## src/rtl/piano_pkg.sv

```systemverilog
// piano_pkg -- shared definitions for the electronic-piano datapath.
//   MODE_FREE / MODE_AUTO / MODE_LEARN : one-hot mode codes from the switches
//   NOTE_REST                          : note code meaning "no sound"
//   mode_state_t                       : mode_mux_ctrl FSM states
package piano_pkg;

    localparam logic [2:0] MODE_FREE  = 3'b100;
    localparam logic [2:0] MODE_AUTO  = 3'b010;
    localparam logic [2:0] MODE_LEARN = 3'b001;

    localparam int NOTE_REST = 0;

    typedef enum logic [1:0] {
        IDLE = 2'd0,
        MUTE = 2'd1,
        RUN  = 2'd2
    } mode_state_t;

endpackage

```

## src/rtl/mode_debounce.sv

```systemverilog
// mode_debounce -- stability filter for the registered mode request.
// Only built when MODE_DEBOUNCE_EN is defined.
// Ports:
//   clk, reset : system clock, synchronous active-high reset
//   d          : registered mode request (W bits)
//   q          : accepted mode; takes d once d has held the same value for
//                DEB_CYCLES consecutive cycles, all-zero after reset
`ifdef MODE_DEBOUNCE_EN
module mode_debounce #(
    parameter int W          = 3,
    parameter int DEB_CYCLES = 65536
) (
    input  logic         clk,
    input  logic         reset,
    input  logic [W-1:0] d,
    output logic [W-1:0] q
);

    localparam int CNT_W = $clog2(DEB_CYCLES + 1);

    logic [W-1:0]     last;
    logic [CNT_W-1:0] cnt;
    logic [CNT_W-1:0] cnt_nxt;

    // cnt_nxt = number of consecutive cycles d has held its current value,
    // counting this one; a change counts as cycle 1 of the new window, so
    // the value is accepted exactly DEB_CYCLES cycles after it first appears.
    always_comb begin
        cnt_nxt = cnt;
        if (d != last)
            cnt_nxt = CNT_W'(1);
        else if (cnt != CNT_W'(DEB_CYCLES))
            cnt_nxt = cnt + CNT_W'(1);
    end

    always_ff @(posedge clk) begin
        if (reset) begin
            last <= '0;
            cnt  <= '0;
            q    <= '0;
        end else begin
            last <= d;
            cnt  <= cnt_nxt;
            if (cnt_nxt == CNT_W'(DEB_CYCLES))
                q <= d;
        end
    end

endmodule
`endif

```

## src/rtl/mode_mux_ctrl.sv

```systemverilog
// mode_mux_ctrl -- selects one playback engine by one-hot mode and drives the
// shared note/LED/octave/display outputs through a registered mux. Each mode
// change inserts a muted gap of MUTE_CYCLES and a one-cycle restart pulse to
// the newly selected engine.
// Optional feature: define MODE_DEBOUNCE_EN to filter the mode request
// through mode_debounce (DEB_CYCLES stability window).
// Ports:
//   clk, reset       : system clock, synchronous active-high reset
//   mode             : one-hot mode request
//   src_note/led/oct/num : flattened per-engine outputs, source i at [i*W +: W]
//   note_out, led_out, octave_out, num : selected engine data (0 outside RUN)
//   mode_active      : one-hot source driving outputs, 0 outside RUN
//   src_restart      : one-cycle restart pulse to the engine being switched to
//   switching        : high during the muted gap
module mode_mux_ctrl
    import piano_pkg::*;
#(
    parameter int NUM_MODES   = 3,
    parameter int NOTE_W      = 4,
    parameter int LED_W       = 7,
    parameter int OCT_W       = 2,
    parameter int NUM_W       = 4,
    parameter int MUTE_CYCLES = 4,
    parameter int DEB_CYCLES  = 65536
) (
    input  logic                        clk,
    input  logic                        reset,
    input  logic [NUM_MODES-1:0]        mode,
    input  logic [NUM_MODES*NOTE_W-1:0] src_note,
    input  logic [NUM_MODES*LED_W-1:0]  src_led,
    input  logic [NUM_MODES*OCT_W-1:0]  src_oct,
    input  logic [NUM_MODES*NUM_W-1:0]  src_num,
    output logic [NOTE_W-1:0]           note_out,
    output logic [LED_W-1:0]            led_out,
    output logic [OCT_W-1:0]            octave_out,
    output logic [NUM_W-1:0]            num,
    output logic [NUM_MODES-1:0]        mode_active,
    output logic [NUM_MODES-1:0]        src_restart,
    output logic                        switching
);

    localparam int IDX_W = $clog2(NUM_MODES);
    localparam int CNT_W = $clog2(MUTE_CYCLES + 1);

    logic [NUM_MODES-1:0] mode_q;
    logic [NUM_MODES-1:0] acc;
    logic                 acc_valid;
    logic                 acc_zero;
    logic [IDX_W-1:0]     cand;
    logic [IDX_W-1:0]     sel;
    logic [CNT_W-1:0]     cnt;
    mode_state_t          state;

    logic [NOTE_W-1:0]    sel_note;
    logic [LED_W-1:0]     sel_led;
    logic [OCT_W-1:0]     sel_oct;
    logic [NUM_W-1:0]     sel_num;

    always_ff @(posedge clk) begin
        if (reset) mode_q <= '0;
        else       mode_q <= mode;
    end

`ifdef MODE_DEBOUNCE_EN
    mode_debounce #(
        .W          (NUM_MODES),
        .DEB_CYCLES (DEB_CYCLES)
    ) u_debounce (
        .clk   (clk),
        .reset (reset),
        .d     (mode_q),
        .q     (acc)
    );
`else
    assign acc = mode_q;
`endif

    assign acc_valid = $onehot(acc);
    assign acc_zero  = (acc == '0);

    // Index of the set bit; only meaningful when acc_valid.
    always_comb begin
        cand = '0;
        for (int i = 0; i < NUM_MODES; i++)
            if (acc[i]) cand = cand | IDX_W'(i);
    end

    assign sel_note = src_note[sel*NOTE_W +: NOTE_W];
    assign sel_led  = src_led [sel*LED_W  +: LED_W];
    assign sel_oct  = src_oct [sel*OCT_W  +: OCT_W];
    assign sel_num  = src_num [sel*NUM_W  +: NUM_W];

    always_ff @(posedge clk) begin
        if (reset) begin
            state       <= IDLE;
            sel         <= '0;
            cnt         <= '0;
            note_out    <= '0;
            led_out     <= '0;
            octave_out  <= '0;
            num         <= '0;
            mode_active <= '0;
            src_restart <= '0;
            switching   <= 1'b0;
        end else begin
            src_restart <= '0;
            if (acc_zero) begin
                state       <= IDLE;
                note_out    <= '0;
                led_out     <= '0;
                octave_out  <= '0;
                num         <= '0;
                mode_active <= '0;
                switching   <= 1'b0;
            end else if (acc_valid && (state == IDLE || cand != sel)) begin
                // New engine: (re)start the muted gap, also when already muting.
                state       <= MUTE;
                sel         <= cand;
                cnt         <= CNT_W'(MUTE_CYCLES);
                src_restart <= NUM_MODES'(1) << cand;
                note_out    <= '0;
                led_out     <= '0;
                octave_out  <= '0;
                num         <= '0;
                mode_active <= '0;
                switching   <= 1'b1;
            end else if (acc_valid) begin
                case (state)
                    MUTE: begin
                        if (cnt == CNT_W'(1)) begin
                            state       <= RUN;
                            switching   <= 1'b0;
                            note_out    <= sel_note;
                            led_out     <= sel_led;
                            octave_out  <= sel_oct;
                            num         <= sel_num;
                            mode_active <= NUM_MODES'(1) << sel;
                        end else begin
                            cnt <= cnt - CNT_W'(1);
                        end
                    end
                    RUN: begin
                        note_out    <= sel_note;
                        led_out     <= sel_led;
                        octave_out  <= sel_oct;
                        num         <= sel_num;
                        mode_active <= NUM_MODES'(1) << sel;
                    end
                    default: state <= IDLE;
                endcase
            end
            // Multi-bit requests fall through: everything holds.
        end
    end

endmodule

```

## config.mk

```make
export PLATFORM = sky130hd
export DESIGN_NAME = mode_mux_ctrl
export DESIGN_NICKNAME = d
export VERILOG_FILES = /design/src/rtl/piano_pkg.sv /design/src/rtl/mode_debounce.sv /design/src/rtl/mode_mux_ctrl.sv
export SDC_FILE = /design/constraint.sdc
export NUM_CORES = 1
export LEC_CHECK = 0
export CAP_MARGIN = 20
export CORE_UTILIZATION = 46
export CTS_BUF_LIST = sky130_fd_sc_hd__clkbuf_8
export CTS_CLUSTER_DIAMETER = 40
export DETAILED_ROUTE_END_ITERATION = 12
export PLACE_DENSITY = 0.87
export SETUP_SLACK_MARGIN = 0.1
export SKIP_CTS_REPAIR_TIMING = 1
export SLEW_MARGIN = 20
export SYNTH_ARGS = -nofsm -noshare
export SYNTH_HDL_FRONTEND = slang
export SYNTH_SLANG_ARGS = --single-unit
```

## constraint.sdc

```tcl
create_clock -name clk -period 3.2 [get_ports clk]
set_input_delay 0.64 -clock clk [delete_from_list [all_inputs] [get_ports clk]]
set_output_delay 0.64 -clock clk [all_outputs]
set_load 0.03 [all_outputs]
```

* Word-level counts from Yosys, hierarchy flattened
Index checks and enable logic that the tools add are counted.
** Operators by class
- Reductions and logical operators :: 17
- $add $sub $neg :: 3
- $mul :: 1
- Equal/unequal tests :: 9
- Multiplexer cells :: 24
- Shift operators :: 6
- Bitwise operators :: 3
** Operator list (number)
- $shiftx 12x5->4 :: 2
- $shiftx 21x6->7 :: 1
- $pmux 4 s2 :: 2
- $mux 3 :: 5
- $pmux 7 s2 :: 1
- $reduce_and 3->1 :: 4
- $mux 4 :: 2
- $pmux 2 s2 :: 2
- $reduce_bool 2->1 :: 4
- $mux 1 :: 7
- $mux 7 :: 1
- $mux 2 :: 3
- $ne 2x2->1 const B :: 3
- $pmux 3 s2 :: 1
- $reduce_or 3->1 :: 2
- $shiftx 6x4->2 :: 1
- $shl 1x2->3 const A :: 2
- $mul 2x3->5 const B :: 1
- $eq 2x1->1 const B :: 2
- $reduce_and 4->1 :: 1
- $eq 3x1->1 const B :: 1
- $logic_not 3->1 :: 1
- $ne 3x3->1 const B :: 1
- $not 1->1 :: 3
- other kinds (10) :: 10
** Storage, ports and cells
- Flip-flop bits (word level) :: 34
- Output and inout bits :: 24

* Longest topological paths before layout
Gate-level depths: netlist of the first run.
- Word-level depth :: 7
- Gate-level depth with buffers :: 8
- Depth with buffers taken out :: 6

* Worst setup path after synthesis of the first run
Ideal clock, no wire load.
- Kind :: register to register
- From :: register mode_q[1] (netlist: acc[1])
- To :: register led_out[0]
- Data arrival time :: 1643 ps
- Path slack :: 1427 ps
- Period minus slack after synthesis :: 1773 ps
- Stages on the path, launching flop included :: 7
- Data required time :: 3070 ps
- Path buffers :: 2
- Path through :: dfxtp_1 -> fa_1 -> nand2b_1 -> a21oi_2 -> buf_6 -> buf_2 -> a211oi_2
** On the way
- Cells in the longest elaborated chain, start to end :: 6
- Elaborated cells on any way between the ends :: 11
** Ends and longest elaborated chain
- start: declaration :: line mode_mux_ctrl.sv:45 : logic [NUM_MODES-1:0] mode_q;
- start signal: assignment :: line mode_mux_ctrl.sv:61 : else mode_q <= mode;
- parallel branches: the longest is 6 deep, another holds $add 1x1->2
- end signal: assignment :: line mode_mux_ctrl.sv:134 : led_out <= sel_led;
- end signal: assignment :: line mode_mux_ctrl.sv:144 : led_out <= sel_led;
- end: declaration :: line mode_mux_ctrl.sv:34 : output logic [LED_W-1:0] led_out,
Several ways; the timed one is not identified.
A chain may end at the register's enable or synchronous reset.

* Final worst setup path of the first run
- From :: register mode_q[1] (netlist: acc[1])
- To :: register led_out[6]
Same word-level chain as after synthesis.

==> impl_metrics.tcl, run 1 <==
set metrics [dict create \
    status "finished, final reports clean" \
    crit-reg2reg-launch "acc[1]$_SDFF_PP0_" \
    grt_max_degree 39 \
    finalClockSkew_ns 0.00294 \
    wirelength_um 4540 \
    coreArea_um2 3690 \
    rsz0062_at_grt "no" \
    vias 1686 \
    die_w_um 64.4 \
    hold-path-endpoint "switching$_SDFFE_PP0P_" \
    p_comb_share_pct 20.8 \
    hold_start "switching$_SDFFE_PP0P_" \
    syn_inst 199 \
    grt_pass1_vias 1609 \
    synth_fp_nets 258 \
    layout_commonest_cell "clkdlybuf4s50_1" \
    rows 22 \
    fin_crit_sh_pct 68.1 \
    start_util_pct 48.5 \
    wire_per_inst_um 14.0 \
    swShare_pct 25.9 \
    antenna_left 0 \
    num_io_pins 80 \
    reg2reg_to "led_out[6]$_SDFFE_PP0P_" \
    critPathRequiredTime_ns 3.39 \
    p_int_uw 711 \
    drive_gt1_share_pct 12.3 \
    setup_tns_ns 0 \
    root_buffer "clkbuf_8" \
    clk_pin_slew_worst_paths_ns 0.07 \
    final_area_um2 2680 \
    synthFlopType "dfxtp_1" \
    ys_warn_count 0 \
    synthArstFlopShare_pct 0 \
    tightestPinTransition_ns 0.663 \
    p_leak_nw 0.896 \
    yosysSeqAreaShare_pct 38.0 \
    synth_area_leader_cell "dfxtp_1" \
    setup_viol 0 \
    worstPathArrival_ns 2.37 \
    diodes 0 \
    cp-start-kind "flip-flop" \
    final_cell_mix "clkdlybuf4s50_1, nor2_1, dfxtp_1" \
    ys_ff_latch 34 \
    drc_errors 0 \
    fillers 299 \
    tritoncts "yes" \
    reg2reg_depth 5 \
    worstSkewPairLatency_ns 0.28 \
    cts_inserted_buffers 5 \
    pwr-share-seq_pct 46.3 \
    nets 335 \
    cts.sinks 34 \
    dpl.hpwl_um 3480 \
    pwr_density_cell_nw_per_um2 358 \
    die_area_um2 4150 \
    synth_edf_count 0 \
    track_usage_pct 22.7 \
    drt_iter0_markers 29 \
    grt_overflow 0 \
    r2r_slack_ns 1.02 \
    worstSetupPathType "flip-flop to flip-flop" \
    p_switching_uw 249 \
    cap_violations 0 \
    hold_depth 2 \
    cts_max_level 2 \
    synth_cell_types 34 \
    gp_congestion 0.779 \
    die_y_um 64.4 \
    syn_to_final_growth_pct 49.6 \
    avgSynthCellArea_um2 9.00 \
    synth_top_area_share_pct 38.0 \
    antenna_found_initial 0 \
    max_freq_mhz 459 \
    min_path_type "flip-flop to flip-flop" \
    placed_area_um2 2590 \
    ys_top_cells_by_area "dfxtp_1, mux2i_1, a211oi_2" \
    min_period_ns 2.18 \
    cts_max_path_buffers 2 \
    slew_violations 0 \
    crit_fanout 20 \
    slew_headroom_pct 55.7 \
    end_kind "flip-flop" \
    post-route-util_pct 72.6 \
    port_buffers 79 \
    firstDrtPassIters 4 \
    dp_cells 317 \
    via_per_inst 5.19 \
    final_cells 325 \
    p_clk_share_pct 32.8 \
    peakVddDrop_mv 0.382 \
    grt_pass1_wl_um 7230 \
    syn_area_um2 1790 \
    hold_viol 0 \
]
-- registers in the layout, summed over array words and instances, names as in the netlist --
name,cells
acc,3
cnt,3
led_out,7
mode_active,3
note_out,4
num,4
octave_out,2
sel,2
src_restart,3
state,2
switching,1
-- power groups by stage --
stage	registers [mW]	clock network [mW]	logic, mW
6_report	0.445	0.315	0.200
5_1_grt	0.446	0.342	0.219
2_1_floorplan	0.453	0	0.110
3_3_place_gp	0.454	0	0.196
4_1_cts	0.445	0.323	0.202
3_5_place_dp	0.454	0	0.201
-- synth_stat cells, types with 3 or more instances --
cell      count
nor2_1       44
dfxtp_1      34
a21oi_1      19
mux2i_1      19
a211oi_2     14
nor2b_1       6
nand2b_1      5
nor3_1        5
or2_2         5
a211oi_1      4
buf_2         4
buf_6         4
clkbuf_1      3
inv_1         3
o21ai_0       3
-- final cells by class --
type	instances	area (um^2)	area share [%]
multi-input cells	149	1010	37.9
repair buffers	83	821	30.6
flip-flops and latches	34	681	25.4
clock buffers	6	82.6	3.08
well taps	48	60.1	2.24
inverters	3	11.3	0.420
clock inverters	2	8.76	0.327
-- stage by stage --
| step | setup WS (ns) | hold WS [ns] | power (mW) |
|---|---|---|---|
| 4_1_cts | 0.979 | 0.483 | 0.970 |
| 2_1_floorplan | 1.43 | 0.464 | 0.564 |
| 5_1_grt | 0.786 | 0.509 | 1.01 |
| 6_report | 1.02 | 0.484 | 0.960 |
| 3_5_place_dp | 0.904 | 0.474 | 0.656 |
| 3_3_place_gp | 0.989 | 0.455 | 0.649 |
-- critical path: stages, from the launching register on --
cell	delay [ns]
dfxtp_1	0.50
fa_1	0.48
nand2b_1	0.27
a31o_2	0.24
nand2_2	0.31
a211oi_1	0.28
-- per-layer routing --
metal,GRT usage (%),routed length [um]
met5,0,0
met4,10.0,106
met3,5.36,231
met2,41.1,2320
met1,24.7,1890
-- logic make-up after synthesis --
group,share of synthesized area (%)
flops,38.0
xor+xnor,0.979
compound gates,21.7
simple gates,20.5
fa+ha+maj,2.52
buf+inv,5.73
mux,10.6
-- worst max path at each step --
stage / slack, ns / start / cells past startpoint / endpoint
CTS: 0.98 / acc[1]$_SDFF_PP0_ / 5 / led_out[6]$_SDFFE_PP0P_
finish: 1.02 / acc[1]$_SDFF_PP0_ / 5 / led_out[6]$_SDFFE_PP0P_
detailed placement: 0.90 / reset / 4 / led_out[6]$_SDFFE_PP0P_
global placement: 0.99 / reset / 4 / led_out[6]$_SDFFE_PP0P_
global route: 0.79 / acc[1]$_SDFF_PP0_ / 5 / num[3]$_SDFFE_PP0P_
floorplan: 1.43 / acc[1]$_SDFF_PP0_ / 6 / led_out[0]$_SDFFE_PP0P_
Note: power is estimated with default switching activity, not from simulation.
==> run 2, diff against run 1 <==
--- a/config.mk
+++ b/config.mk
@@ -6,11 +6,11 @@
 export NUM_CORES = 1
 export LEC_CHECK = 0
 export CAP_MARGIN = 20
-export CORE_UTILIZATION = 46
+export CORE_UTILIZATION = 39
 export CTS_BUF_LIST = sky130_fd_sc_hd__clkbuf_8
 export CTS_CLUSTER_DIAMETER = 40
 export DETAILED_ROUTE_END_ITERATION = 12
-export PLACE_DENSITY = 0.87
+export PLACE_DENSITY = 0.79
 export SETUP_SLACK_MARGIN = 0.1
 export SKIP_CTS_REPAIR_TIMING = 1
 export SLEW_MARGIN = 20
==> constraint.sdc (replaced) <==
create_clock -name clk -period 1.88 [get_ports clk]
set_input_delay 0.376 -clock clk [delete_from_list [all_inputs] [get_ports clk]]
set_output_delay 0.376 -clock clk [all_outputs]
set_load 0.03 [all_outputs]
==> run 2 against run 1 <==
Net effect:
- cell area grew 10%
- register-to-register slack got worse by 0.91 ns
- clock power grew 60%
- sequential cell count unchanged
- fmax rose by 23%
==> impl_metrics.tcl, run 2 (same netlist as run 1, synthesis figures left out) <==
set metrics [dict create \
    status "finished, final reports clean" \
    setup_viol 0 \
    diodes 0 \
    die_w_um 69.8 \
    tritoncts "yes" \
    regArea_um2 683 \
    grt_overflow 0 \
    start_util_pct 40.8 \
    vias 1731 \
    firstDrtPassIters 4 \
    rsz0062_at_grt "yes" \
    worstPathArrival_ns 1.99 \
    die_area_um2 4870 \
    final_cell_mix "clkdlybuf4s50_1, nor2_1, dfxtp_1" \
    hold-path-endpoint "switching$_SDFFE_PP0P_" \
    cts_inserted_buffers 5 \
    placed_area_um2 2670 \
    grt_pass1_vias 1670 \
    via_per_inst 5.03 \
    min_period_ns 1.77 \
    rows 24 \
    hold_depth 2 \
    wl_met3_um 361 \
    cts.sinks 34 \
    hold_viol 0 \
    track_usage_pct 19.2 \
    r2r_slack_ns 0.11 \
    hold_start "switching$_SDFFE_PP0P_" \
    slew_headroom_pct 74.8 \
    path_buf_inv 2 \
    reg2reg_depth 7 \
    wirelength_um 5050 \
    fillers 355 \
    root_buffer "clkbuf_8" \
    slew_violations 0 \
    multiInputGateArea_um2 1050 \
    port_buffers 79 \
    wire_per_inst_um 14.7 \
    num_io_pins 80 \
    end_kind "flip-flop" \
    drt_iter0_markers 32 \
    cap_violations 0 \
    antenna_found_initial 0 \
    cpPeakStageDelay_ns 0.59 \
    cts_max_level 2 \
    min_path_type "flip-flop to flip-flop" \
    dpl.hpwl_um 3280 \
    path_delay_family "adder cells" \
    fin_crit_sh_pct 94.3 \
    worstSkewPairLatency_ns 0.29 \
    nets 351 \
    cts_max_path_buffers 2 \
    crit_fanout 9 \
    finalClockSkew_ns 0.0117 \
    cp-start-kind "flip-flop" \
    coreArea_um2 4380 \
    crit-reg2reg-launch "acc[1]$_SDFF_PP0_" \
    syn_to_final_growth_pct 65.2 \
    max_freq_mhz 564 \
    layout_commonest_cell "clkdlybuf4s50_1" \
    tightestPinTransition_ns 0.375 \
    p_leak_nw 1.01 \
    die_y_um 69.8 \
    grt_max_degree 39 \
    antenna_left 0 \
    peakVddDrop_mv 0.580 \
    reg2reg_to "note_out[1]$_SDFFE_PP0P_" \
    setup_tns_ns 0 \
    highest_layer "met4" \
    top_register "led_out" \
    path_cells "fa_1 -> nand2b_4 -> a21oi_4 -> buf_12 -> clkbuf_16 -> nor2_1 -> a211oi_2" \
    grt_pass1_wl_um 7560 \
    worstSetupPathType "flip-flop to flip-flop" \
    final_area_um2 2960 \
    critPathRequiredTime_ns 2.09 \
    drive_gt1_share_pct 20.2 \
    drt-met1-wl_um 2150 \
    cpMaxStageDelayCell "fa_1" \
    gp_congestion 0.800 \
    largest_reg_flops 7 \
    wl_met2_um 2460 \
    drc_errors 0 \
    clk_pin_slew_worst_paths_ns 0.07 \
    finalHoldWorstSlack_ns 0.459 \
    reg_top3 "led_out: 7 flops, note_out: 4 flops, num: 4 flops" \
    pwr_density_cell_nw_per_um2 556 \
]
## run 2: changes by cell type in the layout (fill, tap and decap cells not counted), moves of 3 or more
| cell | before | now |
|---|---|---|
| a211oi_1 | 4 | 1 |
| clkbuf_16 | 0 | 3 |
| buf_4 | 4 | 11 |
| a211oi_2 | 14 | 17 |
| buf_12 | 0 | 6 |
## run 2: per-stage QoR
step	power [mW]	setup slack, ns	cells	utilization [%]
after floorplan	0.959	0.107	199	-
after global placement	1.13	0.110	328	60.9
after detailed placement	1.14	0.0312	328	60.9
after CTS	1.63	0.0119	335	62.7
after global routing	1.73	0.0556	344	67.5
final	1.64	0.108	344	67.5
## run 2: where the power goes
part	switching, mW	internal [mW]	leakage (nW)
clock network	0.256	0.248	0.0438
registers	0.0130	0.736	0.276
logic	0.177	0.213	0.692
total	0.447	1.20	1.01
## run 2: final cells by class
class                           count  share of cell area (%)
Multi-Input combinational cell    149                    35.5
Clock inverter                      2                   0.338
Tap cell                           52                    2.20
Sequential cell                    34                    23.1
Timing Repair Buffer               99                    36.1
Inverter                            3                   0.381
Clock buffer                        5                    2.33
## run 2: worst max-delay path by stage
stage | slack [ns] | depth (start not counted) | endpoint | start
after CTS | 0.01 | 5 | state[1]$_SDFFE_PP0P_ | acc[0]$_SDFF_PP0_
after floorplan | 0.11 | 6 | led_out[0]$_SDFFE_PP0P_ | acc[1]$_SDFF_PP0_
after global placement | 0.11 | 6 | mode_active[2]$_SDFFE_PP0P_ | acc[0]$_SDFF_PP0_
after detailed placement | 0.03 | 5 | state[1]$_SDFFE_PP0P_ | acc[0]$_SDFF_PP0_
after global routing | 0.06 | 7 | note_out[1]$_SDFFE_PP0P_ | acc[1]$_SDFF_PP0_
final | 0.11 | 7 | note_out[1]$_SDFFE_PP0P_ | acc[1]$_SDFF_PP0_
## run 2: worst register-to-register path: cells and delay by family, from the launching register on
family	cells	cell delay, ns
adders and majority gates	1	0.60
AOI/OAI and AO/OA	2	0.35
and+or+nand+nor	2	0.14
DFF	1	0.33
buffers and inverters	2	0.29
## run 2: routing by layer
layer	vias to the layer above	global-route usage (%)
li1	879	-
met1	779	23.3
met2	64	32.4
met3	9	5.96
met4	0	6.00
met5	-	0
==> run 3, diff against run 2 <==
--- a/config.mk
+++ b/config.mk
@@ -6,11 +6,12 @@
 export NUM_CORES = 1
 export LEC_CHECK = 0
 export CAP_MARGIN = 20
-export CORE_UTILIZATION = 39
-export CTS_BUF_LIST = sky130_fd_sc_hd__clkbuf_8
+export CORE_ASPECT_RATIO = 0.9
+export CORE_UTILIZATION = 38
+export CTS_BUF_LIST = sky130_fd_sc_hd__clkbuf_16
 export CTS_CLUSTER_DIAMETER = 40
 export DETAILED_ROUTE_END_ITERATION = 12
-export PLACE_DENSITY = 0.79
+export PLACE_DENSITY = 0.77
 export SETUP_SLACK_MARGIN = 0.1
 export SKIP_CTS_REPAIR_TIMING = 1
 export SLEW_MARGIN = 20
==> run 3 against run 2 <==
Net effect:
- sequential cell count unchanged
- first-iteration DRC count up 130%
- hold slack gained 0.013 ns
- count of clock-buffer cells in the layout did not move
- core utilization decreased by 0.69 points
- clock skew fell by 0.0063 ns
- cell area increased by 1.4%
- critical endpoint is now led_out[4]$_SDFFE_PP0P_
- largest power group unchanged
==> impl_metrics.tcl, run 3 (same netlist as run 1, synthesis figures left out) <==
set metrics [dict create \
    setup_tns_ns 0 \
    peakVddDrop_mv 0.492 \
    final_area_um2 3000 \
    worstSkewPairLatency_ns 0.27 \
    cts_max_path_buffers 2 \
    hold_viol 0 \
    start_util_pct 39.9 \
    wire_per_inst_um 13.8 \
    vias 1773 \
    cap_violations 0 \
    setup_ws_ns 0.0925 \
    layout_commonest_cell "clkdlybuf4s50_1" \
    worstPathArrival_ns 1.95 \
    cp-start-kind "flip-flop" \
    crit_fanout 6 \
    rsz0062_at_grt "yes" \
    min_path_type "flip-flop to flip-flop" \
    top_register "led_out" \
    largest_reg_flops 7 \
    root_buffer "clkbuf_16" \
    status "finished, final reports clean" \
    die_area_um2 4990 \
    die_y_um 67.1 \
    cts_max_level 2 \
    diodes 0 \
    placed_area_um2 2710 \
    drt_iter0_markers 73 \
    worstSetupPathType "flip-flop to flip-flop" \
    pwr_density_cell_nw_per_um2 625 \
    final_cells 356 \
    syn_to_final_growth_pct 67.4 \
    final_cell_mix "clkdlybuf4s50_1, nor2_1, dfxtp_1" \
    antenna_found_initial 0 \
    via_per_inst 4.98 \
    grt_overflow 0 \
    dpl.hpwl_um 3360 \
    finalClockSkew_ns 0.00545 \
    fillers 374 \
    nets 353 \
    p_total_mw 1.87 \
    slew_headroom_pct 73.5 \
    firstDrtPassIters 6 \
    cts_inserted_buffers 5 \
    cts.sinks 34 \
    fin_crit_sh_pct 95.1 \
    reg_top3 "led_out: 7 flops, note_out: 4 flops, num: 4 flops" \
    rows 23 \
    min_period_ns 1.79 \
    die_w_um 74.4 \
    slew_violations 0 \
    num_io_pins 80 \
    end_kind "flip-flop" \
    grt_pass1_wl_um 6940 \
    grt_max_degree 29 \
    finalHoldWorstSlack_ns 0.472 \
    tritoncts "yes" \
    wirelength_um 4930 \
    critPathRequiredTime_ns 2.04 \
    tightestPinTransition_ns 0.394 \
    p_leak_nw 1.04 \
    drc_errors 0 \
    dp_cells 340 \
    grt_pass1_vias 1605 \
    clk_pin_slew_worst_paths_ns 0.05 \
    coreArea_um2 4490 \
    track_usage_pct 18.5 \
    max_freq_mhz 559 \
    port_buffers 79 \
    setup_viol 0 \
    drive_gt1_share_pct 19.0 \
    post-route-util_pct 66.8 \
    dpl_worst_slack_ns 0.0217 \
    antenna_left 0 \
    gp_congestion 0.805 \
]
==> run 3: worst paths after layout <==
kind                                             start                      end  slack (ns)  cells past startpoint
worst max-delay path                 acc[2]$_SDFF_PP0_  led_out[4]$_SDFFE_PP0P_        0.09                      8
worst min-delay path            switching$_SDFFE_PP0P_   switching$_SDFFE_PP0P_        0.47                      2
worst max register to register       acc[2]$_SDFF_PP0_  led_out[4]$_SDFFE_PP0P_        0.09                      8
worst min register to register  switching$_SDFFE_PP0P_   switching$_SDFFE_PP0P_        0.47                      2
==> run 3: final cells by class <==
type,count,area (um^2),area share [%]
clock buffers,5,125,4.17
multi-input cells,149,1030,34.5
clock inverters,2,7.51,0.250
well taps,62,77.6,2.59
repair buffers,101,1060,35.3
flip-flops and latches,34,683,22.8
inverters,3,11.3,0.376
==> run 3: power by group <==
group / internal [mW] / switching, mW / total [mW]
registers: 0.738 / 0.0120 / 0.750
logic: 0.213 / 0.171 / 0.384
clock network: 0.472 / 0.267 / 0.739
total: 1.42 / 0.451 / 1.87
==> run 3: routing by layer <==
layer / wire length [um] / part of all wire [%] / track usage (%)
met5: 0 / 0 / 0
met4: 69 / 1.4 / 7.78
met3: 309 / 6.3 / 5.75
met2: 2360 / 48 / 31.3
met1: 2190 / 44 / 21.7
==> run 3: worst max-delay path: stages (launching register included) <==
cell and delay [ns]:
dfxtp_2 0.32, fa_1 0.59, nand2b_4 0.09, a21oi_4 0.17
buf_6 0.13, buf_12 0.11, buf_8 0.12, buf_6 0.09
a211oi_2 0.04
